### src/rtl/pipeline_hazard_controller_pkg.sv
// Shared state encoding, control bundle and hazard helpers for the MIPS pipeline hazard controller.
package mips_ctrl_pkg;

    typedef enum logic [1:0] {
        ST_RUN      = 2'd0,
        ST_MEM_WAIT = 2'd1,
        ST_ERROR    = 2'd2
    } state_t;

    localparam logic [4:0] REG_ZERO = 5'd0;

    typedef struct packed {
        logic pc_en;
        logic ifid_en;
        logic idex_en;
        logic exmem_en;
        logic ifid_flush;
        logic idex_flush;
        logic memwb_flush;
    } ctrl_t;

    localparam ctrl_t CTRL_IDLE   = ctrl_t'(7'b1111000);
    localparam ctrl_t CTRL_FREEZE = ctrl_t'(7'b0000001);
    localparam ctrl_t CTRL_HALT   = ctrl_t'(7'b0000000);

    // $zero is never a real producer, so a load into it cannot create a hazard.
    function automatic logic load_use(input logic       ex_mem_read,
                                      input logic [4:0] ex_wr,
                                      input logic [4:0] rs,
                                      input logic [4:0] rt,
                                      input logic       uses_rt);
        return ex_mem_read && (ex_wr != REG_ZERO) &&
               ((ex_wr == rs) || ((ex_wr == rt) && uses_rt));
    endfunction

    // Control-flow / data hazard rules once memory is not holding the pipeline.
    function automatic ctrl_t run_ctrl(input logic branch_taken,
                                       input logic lu,
                                       input logic jmp);
        ctrl_t c;
        c = CTRL_IDLE;
        if (branch_taken) begin
            c.ifid_flush = 1'b1;
            c.idex_flush = 1'b1;
        end else if (lu) begin
            c.pc_en      = 1'b0;
            c.ifid_en    = 1'b0;
            c.idex_flush = 1'b1;
        end else if (jmp) begin
            c.ifid_flush = 1'b1;
        end
        return c;
    endfunction

endpackage

### src/rtl/pipeline_hazard_controller_if.sv
// Pipeline-side signal bundle of the hazard controller: hazard sources in, stage enables/flushes out.
interface pipeline_hazard_controller_if #(
    parameter int CNT_WIDTH = 16
);
    logic [4:0]           id_rs_i;
    logic [4:0]           id_rt_i;
    logic                 id_uses_rt_i;
    logic                 ex_mem_read_i;
    logic [4:0]           ex_write_register_i;
    logic                 jmp_i;
    logic                 branch_taken_i;
    logic                 mem_access_i;
    logic                 mem_ready_i;

    logic                 pc_enable_o;
    logic                 ifid_enable_o;
    logic                 idex_enable_o;
    logic                 exmem_enable_o;
    logic                 ifid_flush_o;
    logic                 idex_flush_o;
    logic                 memwb_flush_o;
    logic                 mem_error_o;
    logic [CNT_WIDTH-1:0] cnt_stall_o;
    logic [CNT_WIDTH-1:0] cnt_flush_o;

    modport master (
        output id_rs_i, id_rt_i, id_uses_rt_i, ex_mem_read_i, ex_write_register_i,
               jmp_i, branch_taken_i, mem_access_i, mem_ready_i,
        input  pc_enable_o, ifid_enable_o, idex_enable_o, exmem_enable_o,
               ifid_flush_o, idex_flush_o, memwb_flush_o, mem_error_o,
               cnt_stall_o, cnt_flush_o
    );

    modport slave (
        input  id_rs_i, id_rt_i, id_uses_rt_i, ex_mem_read_i, ex_write_register_i,
               jmp_i, branch_taken_i, mem_access_i, mem_ready_i,
        output pc_enable_o, ifid_enable_o, idex_enable_o, exmem_enable_o,
               ifid_flush_o, idex_flush_o, memwb_flush_o, mem_error_o,
               cnt_stall_o, cnt_flush_o
    );

endinterface

### src/rtl/pipeline_hazard_controller_sat_counter.sv
// Saturating up-counter with synchronous clear; sticks at all-ones instead of wrapping.
module hazard_sat_counter #(
    parameter int CNT_WIDTH = 16
) (
    input  logic                 clk,
    input  logic                 reset,
    input  logic                 clr,
    input  logic                 inc,
    output logic [CNT_WIDTH-1:0] count
);

    always_ff @(posedge clk or negedge reset) begin
        if (!reset) begin
            count <= '0;
        end else if (clr) begin
            count <= '0;
        end else if (inc && !(&count)) begin
            count <= count + CNT_WIDTH'(1);
        end
    end

endmodule

### src/rtl/pipeline_hazard_controller.sv
// Stall/flush sequencer for the 5-stage MIPS pipeline with a data-memory wait watchdog.
// Define PERF_COUNTERS_EN to build the stall/flush performance counters.
module pipeline_hazard_controller
    import mips_ctrl_pkg::*;
#(
    parameter int MEM_TIMEOUT = 16,
    parameter int CNT_WIDTH   = 16
) (
    input logic                         clk,
    input logic                         reset,
    pipeline_hazard_controller_if.slave bus
);

    localparam int              WAIT_W      = $clog2(MEM_TIMEOUT + 1);
    localparam logic [WAIT_W-1:0] TIMEOUT_CNT = WAIT_W'(MEM_TIMEOUT);

    state_t              state;
    state_t              state_nxt;
    ctrl_t               ctrl;
    logic                lu;
    logic                wait_inc;
    logic                wait_clr;
    logic                set_err;
    logic                mem_error;
    logic [WAIT_W-1:0]   wait_cnt;

    assign lu = load_use(bus.ex_mem_read_i, bus.ex_write_register_i,
                         bus.id_rs_i, bus.id_rt_i, bus.id_uses_rt_i);

    always_ff @(posedge clk or negedge reset) begin
        if (!reset) begin
            state <= ST_RUN;
        end else begin
            state <= state_nxt;
        end
    end

    always_ff @(posedge clk or negedge reset) begin
        if (!reset) begin
            mem_error <= 1'b0;
        end else if (set_err) begin
            mem_error <= 1'b1;
        end
    end

    // wait_cnt idles at 0 in RUN, so the entry increment lands it on 1.
    hazard_sat_counter #(.CNT_WIDTH(WAIT_W)) u_wait_cnt (
        .clk   (clk),
        .reset (reset),
        .clr   (wait_clr),
        .inc   (wait_inc),
        .count (wait_cnt)
    );

    always_comb begin
        state_nxt = state;
        ctrl      = CTRL_IDLE;
        wait_inc  = 1'b0;
        wait_clr  = 1'b0;
        set_err   = 1'b0;
        unique case (state)
            ST_RUN: begin
                if (bus.mem_access_i && !bus.mem_ready_i) begin
                    ctrl      = CTRL_FREEZE;
                    state_nxt = ST_MEM_WAIT;
                    wait_inc  = 1'b1;
                end else begin
                    ctrl = run_ctrl(bus.branch_taken_i, lu, bus.jmp_i);
                end
            end
            ST_MEM_WAIT: begin
                if (bus.mem_ready_i) begin
                    ctrl      = run_ctrl(bus.branch_taken_i, lu, bus.jmp_i);
                    state_nxt = ST_RUN;
                    wait_clr  = 1'b1;
                end else if (wait_cnt == TIMEOUT_CNT) begin
                    ctrl      = CTRL_FREEZE;
                    state_nxt = ST_ERROR;
                    set_err   = 1'b1;
                end else begin
                    ctrl     = CTRL_FREEZE;
                    wait_inc = 1'b1;
                end
            end
            ST_ERROR: begin
                ctrl = CTRL_HALT;
            end
            default: begin
                state_nxt = ST_RUN;
            end
        endcase
        // Outputs must read as a free-running pipeline while reset is held.
        if (!reset) begin
            ctrl = CTRL_IDLE;
        end
    end

    assign bus.pc_enable_o    = ctrl.pc_en;
    assign bus.ifid_enable_o  = ctrl.ifid_en;
    assign bus.idex_enable_o  = ctrl.idex_en;
    assign bus.exmem_enable_o = ctrl.exmem_en;
    assign bus.ifid_flush_o   = ctrl.ifid_flush;
    assign bus.idex_flush_o   = ctrl.idex_flush;
    assign bus.memwb_flush_o  = ctrl.memwb_flush;
    assign bus.mem_error_o    = mem_error;

`ifdef PERF_COUNTERS_EN
    logic                 stall_inc;
    logic                 flush_inc;
    logic [CNT_WIDTH-1:0] stall_cnt;
    logic [CNT_WIDTH-1:0] flush_cnt;

    assign stall_inc = !ctrl.pc_en;
    assign flush_inc = ctrl.ifid_flush | ctrl.idex_flush | ctrl.memwb_flush;

    hazard_sat_counter #(.CNT_WIDTH(CNT_WIDTH)) u_stall_cnt (
        .clk   (clk),
        .reset (reset),
        .clr   (1'b0),
        .inc   (stall_inc),
        .count (stall_cnt)
    );

    hazard_sat_counter #(.CNT_WIDTH(CNT_WIDTH)) u_flush_cnt (
        .clk   (clk),
        .reset (reset),
        .clr   (1'b0),
        .inc   (flush_inc),
        .count (flush_cnt)
    );

    assign bus.cnt_stall_o = stall_cnt;
    assign bus.cnt_flush_o = flush_cnt;
`else
    assign bus.cnt_stall_o = {CNT_WIDTH{1'b0}};
    assign bus.cnt_flush_o = {CNT_WIDTH{1'b0}};
`endif

endmodule

### src/flat_wrapper.sv
// flat-port wrapper written by rule: the top's interface ports become plain ports
module pipeline_hazard_controller_flat import mips_ctrl_pkg::*;
#(
    parameter int MEM_TIMEOUT = 16,
    parameter int CNT_WIDTH   = 16
)
  (clk, reset, bus_id_rs_i, bus_id_rt_i, bus_id_uses_rt_i, bus_ex_mem_read_i, bus_ex_write_register_i, bus_jmp_i, bus_branch_taken_i, bus_mem_access_i, bus_mem_ready_i, bus_pc_enable_o, bus_ifid_enable_o, bus_idex_enable_o, bus_exmem_enable_o, bus_ifid_flush_o, bus_idex_flush_o, bus_memwb_flush_o, bus_mem_error_o, bus_cnt_stall_o, bus_cnt_flush_o);
  pipeline_hazard_controller_if #(.CNT_WIDTH(CNT_WIDTH)) bus_i ();
  input logic clk;
  input logic reset;
  input wire logic [$bits(bus_i.id_rs_i)-1:0] bus_id_rs_i;
  input wire logic [$bits(bus_i.id_rt_i)-1:0] bus_id_rt_i;
  input wire logic [$bits(bus_i.id_uses_rt_i)-1:0] bus_id_uses_rt_i;
  input wire logic [$bits(bus_i.ex_mem_read_i)-1:0] bus_ex_mem_read_i;
  input wire logic [$bits(bus_i.ex_write_register_i)-1:0] bus_ex_write_register_i;
  input wire logic [$bits(bus_i.jmp_i)-1:0] bus_jmp_i;
  input wire logic [$bits(bus_i.branch_taken_i)-1:0] bus_branch_taken_i;
  input wire logic [$bits(bus_i.mem_access_i)-1:0] bus_mem_access_i;
  input wire logic [$bits(bus_i.mem_ready_i)-1:0] bus_mem_ready_i;
  output wire logic [$bits(bus_i.pc_enable_o)-1:0] bus_pc_enable_o;
  output wire logic [$bits(bus_i.ifid_enable_o)-1:0] bus_ifid_enable_o;
  output wire logic [$bits(bus_i.idex_enable_o)-1:0] bus_idex_enable_o;
  output wire logic [$bits(bus_i.exmem_enable_o)-1:0] bus_exmem_enable_o;
  output wire logic [$bits(bus_i.ifid_flush_o)-1:0] bus_ifid_flush_o;
  output wire logic [$bits(bus_i.idex_flush_o)-1:0] bus_idex_flush_o;
  output wire logic [$bits(bus_i.memwb_flush_o)-1:0] bus_memwb_flush_o;
  output wire logic [$bits(bus_i.mem_error_o)-1:0] bus_mem_error_o;
  output wire logic [$bits(bus_i.cnt_stall_o)-1:0] bus_cnt_stall_o;
  output wire logic [$bits(bus_i.cnt_flush_o)-1:0] bus_cnt_flush_o;
  assign bus_i.id_rs_i = bus_id_rs_i;
  assign bus_i.id_rt_i = bus_id_rt_i;
  assign bus_i.id_uses_rt_i = bus_id_uses_rt_i;
  assign bus_i.ex_mem_read_i = bus_ex_mem_read_i;
  assign bus_i.ex_write_register_i = bus_ex_write_register_i;
  assign bus_i.jmp_i = bus_jmp_i;
  assign bus_i.branch_taken_i = bus_branch_taken_i;
  assign bus_i.mem_access_i = bus_mem_access_i;
  assign bus_i.mem_ready_i = bus_mem_ready_i;
  assign bus_pc_enable_o = bus_i.pc_enable_o;
  assign bus_ifid_enable_o = bus_i.ifid_enable_o;
  assign bus_idex_enable_o = bus_i.idex_enable_o;
  assign bus_exmem_enable_o = bus_i.exmem_enable_o;
  assign bus_ifid_flush_o = bus_i.ifid_flush_o;
  assign bus_idex_flush_o = bus_i.idex_flush_o;
  assign bus_memwb_flush_o = bus_i.memwb_flush_o;
  assign bus_mem_error_o = bus_i.mem_error_o;
  assign bus_cnt_stall_o = bus_i.cnt_stall_o;
  assign bus_cnt_flush_o = bus_i.cnt_flush_o;
  pipeline_hazard_controller #(.MEM_TIMEOUT(MEM_TIMEOUT), .CNT_WIDTH(CNT_WIDTH)) u_core (.clk(clk), .reset(reset), .bus(bus_i));
endmodule
### config.mk
export PLATFORM = sky130hd
export DESIGN_NAME = pipeline_hazard_controller_flat
export DESIGN_NICKNAME = d
export VERILOG_FILES = /design/src/rtl/pipeline_hazard_controller_pkg.sv /design/src/rtl/pipeline_hazard_controller_if.sv /design/src/rtl/pipeline_hazard_controller_sat_counter.sv /design/src/rtl/pipeline_hazard_controller.sv /design/src/flat_wrapper.sv
export SDC_FILE = /design/constraint.sdc
export NUM_CORES = 1
export LEC_CHECK = 0
export ABC_AREA = 1
export CAP_MARGIN = 20
export CORE_ASPECT_RATIO = 0.7
export CORE_MARGIN = 4
export CORE_UTILIZATION = 37
export CTS_BUF_LIST = sky130_fd_sc_hd__clkbuf_4
export DETAILED_ROUTE_END_ITERATION = 8
export PLACE_DENSITY = 0.93
export SLEW_MARGIN = 20
export SYNTH_ARGS = -nofsm -noshare
export SYNTH_HDL_FRONTEND = slang
export SYNTH_HIERARCHICAL = 1
export SYNTH_SLANG_ARGS = --single-unit
### constraint.sdc
create_clock -name clk -period 1.9 [get_ports clk]
set_input_delay 0.38 -clock clk [delete_from_list [all_inputs] [get_ports clk]]
set_output_delay 0.38 -clock clk [all_outputs]
set_load 0.005 [all_outputs]
==> results.py <==
metrics = {
    "outcome": {
        "status": "completed",
    },
    "floorplan": {
        "dieArea_um2": 3520,
        "num_rows": 15,
        "num_io_pins": 63,
        "initial_core_util_pct": 39.1,
        "dieHeight_um": 50.8,
        "design.core.area_um2": 2480,
        "die_w_um": 69.2,
    },
    "sta": {
        "setup_viol": 0,
        "timing.final.crit_share_pct": 97.8,
        "hold_viol": 0,
        "fin_crit_ns": 1.86,
        "rsz0062_at_grt": "no",
        "fmax_mhz": 538,
        "finalMaxSlewViolations": 0,
        "setup_slack_ns": 0.0409,
        "fin_skew_ns": 0.00266,
    },
    "worst_setup_path": {
        "setup.worst_path.class": "in2out",
        "ff2ff_path_depth": 10,
        "crit_fanout": 2,
        "rrSetupSlack_ns": 0.24,
        "timing.rr.start": "u_core/state[0]",
        "crit_required_ns": 1.52,
        "cp.arrival_ns": 1.48,
        "reg2reg_to": "u_core/u_wait_cnt/count[3]",
        "critPathCaptureType": "output port",
        "worst_setup_path_start_kind": "primary input",
    },
    "cts": {
        "clk_pin_slew_worst_paths_ns": 0.05,
        "clk_latency_ns": 0.25,
        "clock_path_buffers": 2,
        "postCtsHoldBufs": 0,
        "clock-sinks": 8,
        "cts_buffers": 3,
        "h-tree-depth": 1,
        "cts_tree": "yes",
        "cts-root-buf": "clkbuf_4",
    },
    "final_layout": {
        "drive_above_1_share_pct": 22.9,
        "nets": 228,
        "layoutNonFillerInstCount": 235,
        "final_util_pct": 50.4,
        "area_growth_pct": 28.6,
        "final_area_um2": 1250,
        "antennaDiodeCount": 0,
    },
    "logic_synthesis": {
        "synth.distinct_cells": 17,
        "synthesis.area_um2": 970,
        "yosysMostFrequentCell": "nand2_1",
        "postSynthAreaPerCell_um2": 6.06,
        "synth-edff-count": 0,
        "ys_seq_area_share_pct": 20.6,
        "synth-main-ff-cell": "dfrtp_1",
        "synth-async-reset-ratio_pct": 100,
        "yosys_warnings": 6,
        "ys_top_cells_by_area": "buf_4 (26%), dfrtp_1 (21%), nand2_1 (16%)",
        "yosysTopAreaCell": "buf_4",
        "yosys.area.top_type_share_pct": 26.3,
        "ys_ff_latch": 8,
        "synth_commonest_cells": "nand2_1 (42), buf_4 (34), nor2_1 (23)",
        "synthCells": 160,
    },
    "placed_design": {
        "dp_cells": 229,
        "numPortBuffers": 30,
        "dpl-instance-area_um2": 1230,
        "place_congestion": 0.774,
        "dp_slack_ns": -0.579,
        "dpl.hpwl_mm": 2.01,
    },
    "hold_path": {
        "worstHoldPathType": "in2async",
    },
    "global_route": {
        "grt_max_degree": 6,
        "grt_usage_pct": 13.0,
        "antenna_found_initial": 0,
        "grt_pass1_wl_mm": 3.54,
        "grt.overflow.total": 0,
        "grt_pass1_vias": 845,
    },
    "run": {
        "cap_violations": 0,
    },
    "route": {
        "drt-initial-drc-count": 29,
        "drt-wirelength-per-cell_um": 10.1,
        "antenna_left": 0,
        "via_per_inst": 4.11,
        "drc_errors": 0,
        "vias": 967,
        "firstDrtPassIters": 4,
        "totalWireLength_mm": 2.38,
    },
    "power_and_ir_drop": {
        "power.density_nw_per_um2": 341,
        "ir_drop_uv": 238,
        "finalPower_w": 0.000425,
        "p_leak_nw": 0.791,
    },
}
-- cell usage in the layout (no fill, tap or decap), drive strengths merged --
| cell | netlist | final |
|---|---|---|
| nor2 | 24 | 24 |
| nand3 | 5 | 5 |
| dfrtp | 8 | 8 |
| ha | 2 | 2 |
| xnor2 | 1 | 1 |
| clkbuf | 0 | 12 |
| nand2 | 46 | 46 |
| conb | 1 | 32 |
| o21ai | 5 | 5 |
| clkdlybuf4s15 | 0 | 4 |
| inv | 26 | 26 |
| buf | 34 | 13 |
| dlymetal6s2s | 0 | 1 |
| clkdlybuf4s50 | 0 | 4 |
| dlygate4sd2 | 0 | 10 |
| nor4 | 1 | 1 |
| nand4 | 2 | 2 |
| a21oi | 5 | 5 |
-- report_power, final --
part / switching, W / internal, W
combinational: 0.0000736 / 0.0000568
clock: 0.0000502 / 0.0000718
sequential: 0.00000116 / 0.000172
-- critical path: stages --
cell and delay [ns]:
dlygate4sd2_1 0.24, xnor2_1 0.21, nand3_1 0.12, nand2_2 0.09, buf_6 0.10, nand2_4 0.04
o21ai_2 0.13, inv_1 0.04, buf_2 0.12
-- registers in the layout, summed over array words and instances (netlist names) --
name,count
u_core/bus.mem_error_o,1
u_core/state,2
u_core/u_wait_cnt/count,5
-- timing repair --
| action | in CTS | in global routing |
|---|---|---|
| endpoints found under the setup margin | 7 | 5 |
| buffers inserted | 4 | 0 |
| resized for setup | 46 | 21 |
| pin swaps | 13 | 13 |
-- per-stage QoR --
step | setup TNS, ns | hold slack (ns)
global route | 0 | 0.192
detailed placement | -3.74 | 0.451
CTS | 0 | 0.186
finish | 0 | 0.197
global placement | -3.37 | 0.453
floorplan | 0 | 0.0844
-- metal layers --
layer  wire [um]  share of wire, %  global-route usage (%)  up-vias
met2        1230                52                    24.4       28
met5           0                 0                       0        -
met1         976                41                    14.3      435
li1            -                 -                       -      500
met4          26               1.1                    4.87        0
met3         140               5.9                    3.14        4
-- final cells by class --
type / instances / area (um^2)
Fill cell: 264 / 1230
Multi-Input combinational cell: 123 / 562
Timing Repair Buffer: 41 / 322
Inverter: 26 / 97.6
Tap cell: 34 / 42.5
Sequential cell: 8 / 201
Clock buffer: 3 / 22.5
-- worst max-delay path by stage --
stage	from	end	slack, ns	cells past startpoint
CTS	bus_mem_ready_i	bus_memwb_flush_o	0.01	5
global route	bus_id_rt_i[1]	bus_ifid_flush_o	0.01	12
global placement	bus_ex_write_register_i[0]	bus_idex_flush_o	-0.54	10
finish	bus_id_rs_i[2]	bus_ifid_flush_o	0.04	9
floorplan	u_core/state[0]	bus_pc_enable_o	0.42	6
detailed placement	bus_ex_write_register_i[4]	bus_idex_flush_o	-0.58	10
-- cells by family after synthesis --
group	Yosys count	synth area share, %
simple gates	78	33.5
buf+inv	60	36.4
compound gates	10	5.55
flops	8	20.6
fa+ha+maj	2	2.58
xor+xnor	1	0.903
other cells	1	0.387
No activity file was read; power rests on OpenSTA's default activity.
